--- src/rtl/pipelined_mult.sv ---
// pipelined_mult: 3-stage binary32 multiplier; define ROUND_NEAREST_EN for round-to-nearest-even, otherwise truncation
module pipelined_mult (
  input  logic        clk,
  input  logic        rst_n,
  input  logic [31:0] A,
  input  logic [31:0] B,
  output logic [31:0] C,
  output logic        error_flag
);
`ifdef ROUND_NEAREST_EN
  localparam logic round_en = 1'b1;
`else
  localparam logic round_en = 1'b0;
`endif
  logic               a_zero, b_zero, a_inf, b_inf, a_nan, b_nan;
  logic               s1_sign, s1_nan, s1_inf, s1_zero;
  logic signed [9:0]  s1_exp;
  logic [23:0]        s1_ma, s1_mb;
  logic               s2_sign, s2_nan, s2_inf, s2_zero;
  logic signed [9:0]  s2_exp;
  logic [47:0]        s2_prod;
  logic               norm, rnd, ovf, unf;
  logic [22:0]        mant;
  logic [23:0]        sum;
  logic signed [9:0]  e;
  logic [32:0]        res;
  // classify operands; denormals count as zero so they flush without a flag
  always_comb begin
    a_zero = A[30:23] == 8'h00;
    b_zero = B[30:23] == 8'h00;
    a_inf  = A[30:23] == 8'hFF && A[22:0] == 23'h0;
    b_inf  = B[30:23] == 8'hFF && B[22:0] == 23'h0;
    a_nan  = A[30:23] == 8'hFF && A[22:0] != 23'h0;
    b_nan  = B[30:23] == 8'hFF && B[22:0] != 23'h0;
  end
  // stage 1: unpack sign, biased exponent sum, significands and special class
  always_ff @(posedge clk) begin
    if (rst_n) begin
      s1_sign <= 1'b0;
      s1_exp  <= '0;
      s1_ma   <= '0;
      s1_mb   <= '0;
      s1_nan  <= 1'b0;
      s1_inf  <= 1'b0;
      s1_zero <= 1'b0;
    end else begin
      s1_sign <= A[31] ^ B[31];
      s1_exp  <= {2'b0, A[30:23]} + {2'b0, B[30:23]} - 10'd127;
      s1_ma   <= {1'b1, A[22:0]};
      s1_mb   <= {1'b1, B[22:0]};
      s1_nan  <= a_nan | b_nan | (a_inf & b_zero) | (b_inf & a_zero);
      s1_inf  <= a_inf | b_inf;
      s1_zero <= a_zero | b_zero;
    end
  end
  // stage 2: full 48-bit significand product
  always_ff @(posedge clk) begin
    if (rst_n) begin
      s2_sign <= 1'b0;
      s2_exp  <= '0;
      s2_prod <= '0;
      s2_nan  <= 1'b0;
      s2_inf  <= 1'b0;
      s2_zero <= 1'b0;
    end else begin
      s2_sign <= s1_sign;
      s2_exp  <= s1_exp;
      s2_prod <= {24'b0, s1_ma} * {24'b0, s1_mb};
      s2_nan  <= s1_nan;
      s2_inf  <= s1_inf;
      s2_zero <= s1_zero;
    end
  end
  // normalise, round, range-check and pack; a cleared pipeline has a zero product and packs to +0
  always_comb begin
    norm = s2_prod[47];
    mant = norm ? s2_prod[46:24] : s2_prod[45:23];
    rnd  = round_en & (norm ? s2_prod[23] & (|s2_prod[22:0] | s2_prod[24])
                            : s2_prod[22] & (|s2_prod[21:0] | s2_prod[23]));
    sum  = {1'b0, mant} + {23'b0, rnd};
    e    = s2_exp + {9'b0, norm} + {9'b0, sum[23]};
    ovf  = e >= 10'sd255;
    unf  = e <= 10'sd0;
    res  = s2_nan                  ? {1'b1, 32'h7FC00000} :
           s2_inf                  ? {1'b0, s2_sign, 8'hFF, 23'h0} :
           (s2_zero | ~|s2_prod)   ? {1'b0, s2_sign, 31'h0} :
           ovf                     ? {1'b1, s2_sign, 8'hFF, 23'h0} :
           unf                     ? {1'b1, s2_sign, 31'h0} :
                                     {1'b0, s2_sign, e[7:0], sum[22:0]};
  end
  // stage 3: registered result and exception flag
  always_ff @(posedge clk) begin
    if (rst_n) begin
      C          <= '0;
      error_flag <= 1'b0;
    end else begin
      C          <= res[31:0];
      error_flag <= res[32];
    end
  end
endmodule

--- config.mk ---
export PLATFORM = sky130hd
export DESIGN_NAME = pipelined_mult
export DESIGN_NICKNAME = d
export VERILOG_FILES = /design/src/rtl/pipelined_mult.sv
export SDC_FILE = /design/constraint.sdc
export NUM_CORES = 2
export LEC_CHECK = 0
export CORE_ASPECT_RATIO = 0.7
export CORE_MARGIN = 2
export CORE_UTILIZATION = 50
export DETAILED_ROUTE_END_ITERATION = 8
export GPL_ROUTABILITY_DRIVEN = 1
export GPL_TIMING_DRIVEN = 0
export PLACE_DENSITY = 0.68
export RECOVER_POWER = 100
export SLEW_MARGIN = 5
export SYNTH_ARGS = -nofsm -noshare
export SYNTH_HDL_FRONTEND = slang
export SYNTH_SLANG_ARGS = --single-unit
--- constraint.sdc ---
create_clock -name clk -period 17.35 [get_ports clk]
set_input_delay 3.47 -clock clk [delete_from_list [all_inputs] [get_ports clk]]
set_output_delay 3.47 -clock clk [all_outputs]
set_load 0.02 [all_outputs]
-- Yosys cells after proc, flatten, opt, wreduce, memory -nomap -nowiden
Index checks and enable logic that the tools add are counted.
- register bits: 157
- input port bits: 66
- output and inout bits: 33
- logic and storage cells: 58
- $add $sub $neg: 3
- multipliers: 1
- $lt $le $gt $ge: 2
- eq/ne operators: 2
- muxes and demuxes: 8
- bitwise operators: 9
- reductions and logical operators: 14
- operators with widths (operator ; count):
    $mux W33 ; 5
    $mul A24 B24 Y48 ; 1
    $mux W24 ; 2
    $reduce_or A48 Y1 ; 1
    $logic_not A23 Y1 ; 2
    $reduce_bool A23 Y1 ; 2
    $mux W23 ; 1
    $eq A8 B8 Y1 const B ; 2
    $logic_not A8 Y1 ; 2
    $add A10 B1 Y10 ; 1
    $ge A10 B9 Y1 const B ; 1
    $le A10 B1 Y1 const B ; 1
    $sub A9 B7 Y10 const B ; 1
    $add A8 B8 Y9 ; 1
    $or A1 B1 Y1 ; 6
    $reduce_or A6 Y1 ; 1
    $logic_and A1 B1 Y1 ; 4
    $and A1 B1 Y1 ; 2
    $reduce_or A2 Y1 ; 1
    $logic_not A1 Y1 ; 1
    $xor A1 B1 Y1 ; 1

-- Longest topological paths before layout
- word-level depth: 7
- gate-level depth with buffers: 26

-- Worst setup path after synthesis
OpenSTA, ideal clock, no wires.
- path kind: flip-flop to flip-flop
- start: register s1_mb[3]
- end: register s2_prod[42]
- setup time: 0.121 ns
- arrival: 6.560 ns
- slack: 10.670 ns
- cell stages (with the launch flop): 26
- period minus slack after synthesis: 6.680 ns
- cell sequence: dfxtp_1 clkbuf_1 nand2_1 fa_1 inv_1 fa_1 inv_1 fa_1 inv_1 fa_1 inv_1 fa_1 inv_1 fa_1 inv_1 fa_1 inv_1 ha_1 a21oi_1 o21ai_0 a21o_1 a31o_2 o311a_1 o21a_1 o21ai_1 mux2_2
- word-level cells in the longest chain between the ends: 1
- ends and longest elaborated chain (element ; line ; text):
    start: declaration ; 18 ; logic [23:0] s1_ma, s1_mb;
    start signal: assignment ; 50 ; s1_mb <= {1'b1, B[22:0]};
    $mul A24 B24 Y48 ; 68 ; s2_prod <= {24'b0, s1_ma} * {24'b0, s1_mb};
    end signal: assignment ; 68 ;
    end: declaration ; 21 ; logic [47:0] s2_prod;
Every way passes these cells.
A chain may end at the register's enable or synchronous reset.

-- Worst setup path in the final report
- start: register s1_mb[5]
- end: register s2_prod[44]
Same word-level chain as after synthesis.

==> key figures <==
CTS
  – CTS Root Cell: clkbuf_16
  – Clk_lat worst skew: 0.46 ns
  – CTS Buffer Depth: 2
  – Sink Count: 156
  – # resized after CTS: 0
  – CTS H-Tree Depth: 4
  – Setup bufs post-CTS: 0
  – Clk slew on worst S/H paths: 0.07 ns
  – CTS tree: yes
  – CTS hold repair buffers: 0
  – CTS buffer count: 17

Drt
  – Vias per cell: 5.50
  – Drt pass-1 iters: 6
  – Via count: 19500
  – 1st-iter DRT viols: 1759
  – Detailed-route wire length per cell: 22.4 um
  – Drc violations: 0
  – Post-route ant nets: 0
  – Final WL: 79.3 mm

Pwr
  – Int Power: 1220 uW
  – Final Power: 2500 uW
  – Clock power share: 14.7%
  – Part of the power in registers: 18.7%
  – Switching part of the total: 51.2%
  – P per Cell Area: 93.0 mW/mm2
  – Worst VDD drop: 0.0000845 V
  – P_leak: 0.0129 uW
  – Comb power frac: 66.7%
  – Psw: 1280 uW

Job
  – MaxCap Viol Count: 0

Critical path
  – Critical register-to-register path endpoint: s2_prod[44]
  – WP data arrival: 9.60 ns
  – Worst Path Required: 17.68 ns
  – CP Class: reg -> reg
  – Critical R2R Launch: s1_mb[5]
  – CP endpoint kind: flop
  – Max FO, Critical Path: 10
  – R2R Setup Slk: 8.07 ns
  – R2R cell count: 22
  – Worst setup SP type: flop

GRT
  – Gr ovfl total: 0
  – All-Layer GR Usage: 32.2%
  – First-pass GRT wire length: 122 mm
  – Pin count of the biggest net entering global routing: 17
  – Antenna violations before repair: 7
  – Vias in the first global route: 20500

Hold path
  – Hold Crit Class: reg -> reg
  – Hold path depth: 1
  – Hold Crit Start: s1_exp[2]
  – Hold Path End: s2_exp[2]

Die
  – Die width: 269 um
  – Core Rows: 67
  – Die height: 190 um
  – Die area: 0.0510 mm2
  – Core Region: 0.0482 mm2
  – Initial Util: 51.0%
  – Ports: 99

Synthesis
  – Yosys warning total: 0
  – EDFF count, synth: 0
  – Yosys top cell area share: 39.3%
  – Top cells by area, synth: fa_1 39%, dfxtp_1 13%, ha_1 9.7%
  – Synthesized instance count: 2755
  – Top_reg_cell synth: dfxtp_1
  – Mapped Area: 0.0246 mm2
  – Register bit count reported by yosys: 156
  – Most numerous cell in the Yosys netlist: inv_1
  – Post-synth cell types: 61
  – Syn_nets: 3495
  – Commonest cells in the netlist: 579 x inv_1, 483 x fa_1, 338 x nand2_1
  – Register area share after synthesis: 12.7%
  – Post-synth ARST share: 0%
  – Syn_area_per_cell: 8.93 um2
  – Post-synth top area cell: fa_1

STA
  – Least-Margin Pin Slew: 1.20 ns
  – # setup viols final: 0
  – Hold Fails Final Rpt: 0
  – Period minus WS final: 9.28 ns
  – Setup Skew: 0.0227 ns
  – Rel. slew slack: 18.0%
  – Post-Route Setup TNS: 0 ns
  – Fin. max-slew vios: 0
  – RSZ-0062 raised after global routing: no
  – Fin crit share: 53.5%
  – Fmax: 108 MHz

Finish
  – # diodes: 0
  – Area Overhead vs Synth: 9.43%
  – Layout Nets: 3611
  – Layout cell share with drive strength beyond 1: 1.94%

Placement
  – Post-DP HPWL: 66.7 mm
  – Port bufs: 97
  – GPL Wtd Cong: 1.00

Outcome
  – Status: completed
layout by cell type, fill, tap and decap left out, drive strengths merged, types with 17 or more instances in the layout:
master / synthesis / final
nand2: 338 / 338
dlygate4sd3: 0 / 35
inv: 579 / 584
a21oi: 68 / 68
nor2: 114 / 114
nor4: 30 / 30
a21o: 23 / 23
nand4: 17 / 17
nand3: 18 / 18
ha: 191 / 191
and2: 286 / 286
clkbuf: 123 / 152
mux2i: 24 / 24
nor3: 18 / 18
o21ai: 43 / 43
dfxtp: 156 / 156
fa: 483 / 483
nor2b: 72 / 72
xnor2: 34 / 34
clkdlybuf4s50: 0 / 62
power by group through the flow:
stage | logic [uW] | registers (uW) | clock network [uW]
after floorplan | 1120 | 462 | 0
after global placement | 1620 | 471 | 0
after detailed placement | 1640 | 472 | 0
after CTS | 1650 | 464 | 371
after global routing | 1840 | 471 | 387
final | 1670 | 467 | 367
worst max-delay path: stages (launching register included):
cell and delay [ns]:
dfxtp_1 0.64, clkbuf_1 0.75, nand2_1 0.18, fa_1 0.53
inv_1 0.06, fa_1 0.49, inv_1 0.07, fa_1 0.49
fa_1 0.52, inv_1 0.06, fa_1 0.52, fa_1 0.50
inv_1 0.05, fa_1 0.54, inv_1 0.07, ha_1 0.27
clkbuf_1 0.29, nand4_1 0.19, a2111oi_0 1.05, o21ai_0 0.59
nor4_1 0.77, a311oi_1 0.21, a211o_1 0.33
flip-flops by register name, indices dropped and copies added (netlist names), 10 cells and up:
register	count
s1_exp	10
s2_prod	48
s1_ma	24
C	32
s1_mb	23
s2_exp	10
cell type report:
class	instances	area [um2]
multi-input combinational	1885	18800
clock buffer	22	474
tap	655	820
buffer	135	518
fill	4427	21300
timing repair buffer	97	971
clock inverter	10	80.1
inverter	579	2170
sequential	156	3120
per-stage QoR:
| stage | instances | setup WS, ns | hold WS, ns | instance area [um2] | utilization (%) |
|---|---|---|---|---|---|
| global route | 3539 | 7.94 | 0.455 | 26900 | 55.8 |
| finish | 3539 | 8.07 | 0.436 | 26900 | 55.8 |
| floorplan | 2755 | 10.67 | 0.414 | 24600 | - |
| CTS | 3539 | 8.92 | 0.440 | 26900 | 55.9 |
| global placement | 3507 | 8.93 | 0.422 | 26400 | 54.7 |
| detailed placement | 3507 | 8.95 | 0.424 | 26400 | 54.7 |
per-layer routing:
layer  vias up  part of all wire (%)  GRT usage (%)
met5         -                  0.16           1.69
met4         2                   4.0           12.5
met3       164                    11           8.08
met2      1012                    41           46.1
met1      9780                    43           46.5
li1       8506                     -              -
worst max path at each step:
stage,from,end,slack [ns],cells past startpoint
floorplan,s1_mb[3],s2_prod[42],10.67,25
global placement,s1_ma[14],s2_prod[44],8.93,22
detailed placement,s1_ma[14],s2_prod[44],8.95,22
CTS,s1_ma[14],s2_prod[44],8.92,22
global route,s1_ma[14],s2_prod[40],7.94,22
finish,s1_mb[5],s2_prod[44],8.07,22
cell families after synthesis:
group | synth area share (%)
xor gates and xnor gates | 1.67
and+or+nand+nor | 19.3
buffers and inverters | 11.0
AOI/OAI and AO/OA | 5.18
muxes | 1.11
adders and majority gates | 49.0
DFF | 12.7
No activity file was read; power rests on OpenSTA's default activity.
